### config.mk
export PLATFORM = sky130hd
export DESIGN_NAME = hwpe_stream_addressgen_v5
export DESIGN_NICKNAME = d
export VERILOG_FILES = /design/src/rtl/hwpe_stream_addressgen_v5.sv
export SDC_FILE = /design/constraint.sdc
export NUM_CORES = 2
export LEC_CHECK = 0
export CORE_ASPECT_RATIO = 1.1
export CORE_MARGIN = 2
export CORE_UTILIZATION = 59
export DETAILED_ROUTE_END_ITERATION = 8
export GPL_TIMING_DRIVEN = 0
export PLACE_DENSITY = 0.79
export SLEW_MARGIN = 25
export SYNTH_ARGS = -nofsm -noshare
export SYNTH_HDL_FRONTEND = slang
export SYNTH_SLANG_ARGS = --single-unit
export TNS_END_PERCENT = 10
### constraint.sdc
create_clock -name clk_i -period 6.15 [get_ports clk_i]
set_clock_uncertainty 0.2 [all_clocks]
set_input_delay 1.23 -clock clk_i [delete_from_list [all_inputs] [get_ports clk_i]]
set_output_delay 1.23 -clock clk_i [all_outputs]
set_load 0.01 [all_outputs]
### src/rtl/hwpe_stream_addressgen_v5.sv
// Multi-dimensional strided address generator with a valid/ready address stream.
// Per-dimension offsets are accumulated incrementally, so no multipliers are needed.
module hwpe_stream_addressgen_v5 #(
    parameter int unsigned ADDR_W     = 32,
    parameter int unsigned TRANS_CNT  = 32,
    parameter int unsigned CNT        = 32,
    parameter int          DIMENSIONS = 3
) (
    input  logic                                  clk_i,
    input  logic                                  rst_ni,
    input  logic                                  enable_i,
    input  logic                                  clear_i,
    input  logic                                  start_i,
    input  logic [ADDR_W-1:0]                     base_addr_i,
    input  logic [TRANS_CNT-1:0]                  tot_len_i,
    input  logic [DIMENSIONS-1:0]                 dim_en_i,
    input  logic [DIMENSIONS-1:0][CNT-1:0]        dim_len_i,
    input  logic [DIMENSIONS-1:0][ADDR_W-1:0]     dim_stride_i,
    output logic                                  addr_valid_o,
    input  logic                                  addr_ready_i,
    output logic [ADDR_W-1:0]                     addr_data_o,
    output logic [DIMENSIONS-1:0]                 addr_last_o,
    output logic                                  addr_end_o,
    output logic                                  busy_o,
    output logic                                  done_o
);

    // state | meaning
    // IDLE  | waiting for start_i, configuration not yet latched
    // RUN   | emitting addresses, one per handshake
    // DONE  | one-cycle completion pulse on done_o, then back to IDLE

    generate
        if (DIMENSIONS < 1) begin : g_bad_dimensions
            $fatal(1, "hwpe_stream_addressgen_v5: DIMENSIONS must be >= 1");
        end
    endgenerate

    typedef enum logic [1:0] {IDLE, RUN, DONE} state_t;

    state_t                              state;
    logic [ADDR_W-1:0]                   cfg_base;
    logic [TRANS_CNT-1:0]                cfg_tot;
    logic [DIMENSIONS-1:0]               cfg_en;
    logic [DIMENSIONS-1:0][CNT-1:0]      cfg_len;
    logic [DIMENSIONS-1:0][ADDR_W-1:0]   cfg_stride;

    logic [DIMENSIONS-1:0][CNT-1:0]      idx, idx_n;
    logic [DIMENSIONS-1:0][ADDR_W-1:0]   acc, acc_n;
    logic [TRANS_CNT-1:0]                cnt;
    logic                                valid, busy, done;

    logic [DIMENSIONS-1:0][CNT-1:0]      len_m1;
    logic [DIMENSIONS-1:0]               at_last, last_vec;
    logic                                hs, is_end, carry, last_run;
    logic [ADDR_W-1:0]                   addr_sum;

    // Carry ripples from dim 0 upwards; disabled dims count as at-last so carries pass through.
    always_comb begin
        hs       = valid & addr_ready_i & enable_i;
        carry    = hs;
        last_run = 1'b1;
        idx_n    = idx;
        acc_n    = acc;
        len_m1   = '0;
        at_last  = '0;
        last_vec = '0;
        addr_sum = cfg_base;
        for (int i = 0; i < DIMENSIONS; i++) begin
            len_m1[i]  = (cfg_len[i] == '0) ? '0 : cfg_len[i] - 1'b1;
            at_last[i] = ~cfg_en[i] | (idx[i] == len_m1[i]);
            if (carry && cfg_en[i]) begin
                idx_n[i] = at_last[i] ? '0 : idx[i] + 1'b1;
                acc_n[i] = at_last[i] ? '0 : acc[i] + cfg_stride[i];
            end
            carry       = carry & at_last[i];
            last_run    = last_run & at_last[i];
            last_vec[i] = last_run;
            addr_sum    = addr_sum + acc[i];
        end
        is_end = (cnt == cfg_tot - 1'b1);
    end

    always_ff @(posedge clk_i or negedge rst_ni) begin
        if (!rst_ni) begin
            state      <= IDLE;
            cfg_base   <= '0;
            cfg_tot    <= '0;
            cfg_en     <= '0;
            cfg_len    <= '0;
            cfg_stride <= '0;
            idx        <= '0;
            acc        <= '0;
            cnt        <= '0;
            valid      <= 1'b0;
            busy       <= 1'b0;
            done       <= 1'b0;
        end else if (clear_i) begin
            state <= IDLE;
            idx   <= '0;
            acc   <= '0;
            cnt   <= '0;
            valid <= 1'b0;
            busy  <= 1'b0;
            done  <= 1'b0;
        end else begin
            case (state)
                IDLE: begin
                    done <= 1'b0;
                    if (start_i) begin
                        cfg_base   <= base_addr_i;
                        cfg_tot    <= tot_len_i;
                        cfg_en     <= dim_en_i;
                        cfg_len    <= dim_len_i;
                        cfg_stride <= dim_stride_i;
                        idx        <= '0;
                        acc        <= '0;
                        cnt        <= '0;
                        if (tot_len_i != '0) begin
                            state <= RUN;
                            valid <= 1'b1;
                            busy  <= 1'b1;
                        end else begin
                            state <= DONE;
                            done  <= 1'b1;
                        end
                    end
                end
                RUN: begin
                    if (hs) begin
                        if (is_end) begin
                            state <= DONE;
                            valid <= 1'b0;
                            busy  <= 1'b0;
                            done  <= 1'b1;
                        end else begin
                            cnt <= cnt + 1'b1;
                            idx <= idx_n;
                            acc <= acc_n;
                        end
                    end
                end
                DONE: begin
                    done  <= 1'b0;
                    state <= IDLE;
                end
                default: begin
                    state <= IDLE;
                    valid <= 1'b0;
                    busy  <= 1'b0;
                    done  <= 1'b0;
                end
            endcase
        end
    end

    assign addr_valid_o = valid;
    assign busy_o       = busy;
    assign done_o       = done;
    assign addr_data_o  = valid ? addr_sum : '0;
    assign addr_last_o  = valid ? last_vec : '0;
    assign addr_end_o   = valid & is_end;

endmodule

==> flow_summary.json <==
{
  "path_class": "reg2out",
  "synth.most_common_cell": "nand2_1",
  "io_buffers": 303,
  "rr_worst_depth": 16,
  "path_max_fanout": 10,
  "antenna_found_initial": 2,
  "hold_path.class": "reg2reg",
  "critPathArrivalTime_ns": 4.96,
  "mappedNetlistNets": 4514,
  "finalHoldViolCount": 0,
  "io_pins": 304,
  "cts_made_buffers": 54,
  "wl_met2_microns": 51100,
  "finalSetupTns_ns": -1.14,
  "netlist.area_leader.share_pct": 36.4,
  "synth_seq_area_share_pct": 36.4,
  "drt_iter0_drc": 2836,
  "cellPowerDensity_nw_per_um2": 281,
  "worstSkewPairLatency_ns": 0.64,
  "dp_cells": 5106,
  "reg2reg_slack_ns": 0.40,
  "syn_area_sq_um": 33500,
  "hold_buffers": 0,
  "ir_drop_uv": 415,
  "nets": 4903,
  "final_antenna_net_count": 0,
  "ys_async_sr_fraction_pct": 100,
  "first_global_vias": 31200,
  "clk_pin_slew_worst_paths_ns": 0.06,
  "synth_edf_count": 0,
  "drt_wl_total_microns": 111000,
  "intPower_mw": 7.26,
  "wire_per_inst_microns": 21.2,
  "track_usage_pct": 37.6,
  "pwr-share-seq_pct": 36.9,
  "outcome": "finished, violations left",
  "hold_path_end": "cfg_stride[55]$_DFFE_PN0P_",
  "p_sw_share_pct": 36.0,
  "wl_met1_microns": 46000,
  "grt_max_degree": 94,
  "fin_ws_ns": -0.241,
  "yosys.area.top_type": "dfrtp_1",
  "grt-ovfl-total": 0,
  "fin_cells": 5232,
  "timing.rr.start": "cfg_tot[0]$_DFFE_PN0P_",
  "drc_errors": 0,
  "hold_depth": 2,
  "place_hpwl_microns": 83800,
  "p_leak_nw": 18.1,
  "finalCritPeriodShare_pct": 104,
  "syn_area_per_cell_sq_um": 8.27,
  "cts_tree": "yes",
  "synthDistinctLibCells": 87,
  "synth_cells": 4052,
  "combPwrFrac_pct": 30.6,
  "drive_gt1_share_pct": 7.11,
  "clkPwrFrac_pct": 32.4,
  "avgViaCountPerCell": 6.22,
  "holdWs_ns": 0.284,
  "syn2layout_area_growth_pct": 20.6,
  "cts_root_buf": "clkbuf_16",
  "required_ns": 4.72,
  "violations": "negative setup slack",
  "grt_pass1_wl_microns": 174000,
  "die_w_microns": 231,
  "power_mw": 11.3,
  "drv_slew": 0,
  "r2r_end": "idx[26]$_DFFE_PN0P_",
  "yosys_warnings": 0,
  "coreArea_sq_um": 56100,
  "synth_area_leaders": "dfrtp_1, nand2_1, ha_1",
  "synthFlopType": "dfrtp_1",
  "timing.final.crit_period_ns": 6.39,
  "firstDrtPassIters": 8,
  "ys_seq_elements": 487,
  "cp-end-kind": "output port",
  "finalSetupViolations": 10,
  "highest_layer": "met4",
  "worstMarginPinSlew_ns": 1.07,
  "fmax_ghz": 0.156,
  "ys_top_cells_by_count": "nand2_1, dfrtp_1, nor2_1, o21ai_0, clkbuf_1",
  "wl_met3_microns": 9030,
  "power_switching_mw": 4.08,
  "drv_cap": 0,
  "cts.sinks": 487,
  "cp-start-kind": "flip-flop",
  "hold_path.startpoint": "cfg_stride[55]$_DFFE_PN0P_",
  "rsz0062_at_grt": "yes",
  "gp_congestion": 0.966,
  "fp-row-count": 91,
  "htreeDepth": 2,
  "cts.path.max_buffers": 3,
  "slew_headroom_pct": 29.0,
  "die_y_microns": 254,
  "start_util_pct": 59.7,
  "vias": 32500,
  "die-area_sq_um": 58700
}
==> sequential cells by signal, summed over array words and instances, names as in the netlist <==
register    cells
acc            96
cfg_len        96
cfg_stride     96
idx            96
cfg_base       32
cfg_tot        32
cnt            32
cfg_en          3
state           2
busy_o          1
done_o          1
==> repair_timing <==
item,4_1_cts,5_1_grt
buffers inserted,16,13
pin swaps,30,19
resized for setup,129,45
hold endpoints to repair,0,0
setup endpoints to repair,21,20
==> per-stage QoR <==
stage	utilization [%]	instance area, sq um	setup WS, ns
floorplan	-	33500	0.356
global placement	66.8	37500	-18.05
detailed placement	67.1	37700	-1.42
CTS	71.5	40100	-0.163
global route	72.0	40400	-0.356
finish	72.0	40400	-0.241
==> layout by cell type, fill, tap and decap left out, types with 21 or more instances in the layout <==
master             n
o31ai_1           28
nor4_1            63
or3_1             68
buf_4             34
a21o_1            68
xnor2_1          144
a31oi_1           51
or4_1             34
ha_1             125
fa_1              64
and2_1            24
clkbuf_16         57
or2_2             21
buf_2             24
nand3_1           87
o2111ai_1         36
nand2_1          968
inv_1            115
nor2b_1           22
and3_1            54
o21ai_0          202
xor2_1            96
nand4_1           60
clkdlybuf4s50_1  286
dfrtp_1          476
clkbuf_1         164
nor2_1           241
a21oi_1          149
a22o_1            41
nor3_1           131
nand2b_1          38
a211oi_1          26
==> final cells by class <==
cell class                 instances  area [sq um]
tap                              744           931
inverter                         118           443
timing repair buffer             339          3390
antenna                            1          2.50
buffer                           200           827
sequential                       487         12200
clock buffer                      66          1500
clock inverter                    36           488
multi-input combinational       3241         20600
fill                            4452         15700
==> cells by family after synthesis <==
family / Yosys count / synth area share, %
buffers and inverters: 324 / 3.75
multiplexers: 26 / 0.803
AND/OR/NAND/NOR: 1940 / 27.1
flip-flops: 487 / 36.4
AO/OA/AOI/OAI: 835 / 16.8
adder cells (fa/ha/maj): 197 / 8.81
XOR/XNOR: 243 / 6.39
==> worst max-delay path by stage <==
stage,from,endpoint,cells past startpoint
2_1_floorplan,cfg_len[32]$_DFFE_PN0P_,addr_last_o[2],15
3_3_place_gp,rst_ni,cfg_len[39]$_DFFE_PN0P_,1
3_5_place_dp,cfg_len[32]$_DFFE_PN0P_,addr_last_o[2],16
4_1_cts,cfg_len[15]$_DFFE_PN0P_,addr_last_o[0],13
5_1_grt,cfg_len[47]$_DFFE_PN0P_,addr_last_o[2],15
6_report,cfg_len[36]$_DFFE_PN0P_,addr_last_o[2],13
==> critical path: stages, from the launching register on <==
cell and delay [ns]:
dfrtp_1 0.44, or3_1 0.45, buf_1 0.28, nor4_1 0.81, nand4b_1 0.19, xor2_1 0.20, a221oi_1 0.39, o2111ai_1 0.28
nor4_4 0.35, a31oi_2 0.14, clkbuf_8 0.17, clkbuf_8 0.17, nor3_1 0.20, clkdlybuf4s15_2 0.25
==> power groups by stage <==
stage               logic (mW)  registers [mW]  clock network, mW
floorplan                 2.26            4.02                  0
global placement          3.19            4.21                  0
detailed placement        3.28            4.20                  0
CTS                       3.39            4.17               3.70
global route              3.83            4.24               3.82
finish                    3.47            4.19               3.68
==> layer usage <==
layer | up-vias | global-route usage (%)
met1 | 15700 | 50.9
met4 | 0 | 15.1
met2 | 1399 | 60.1
li1 | 15200 | -
met5 | - | 0
met3 | 248 | 6.70
Note: power is estimated with default switching activity, not from simulation.
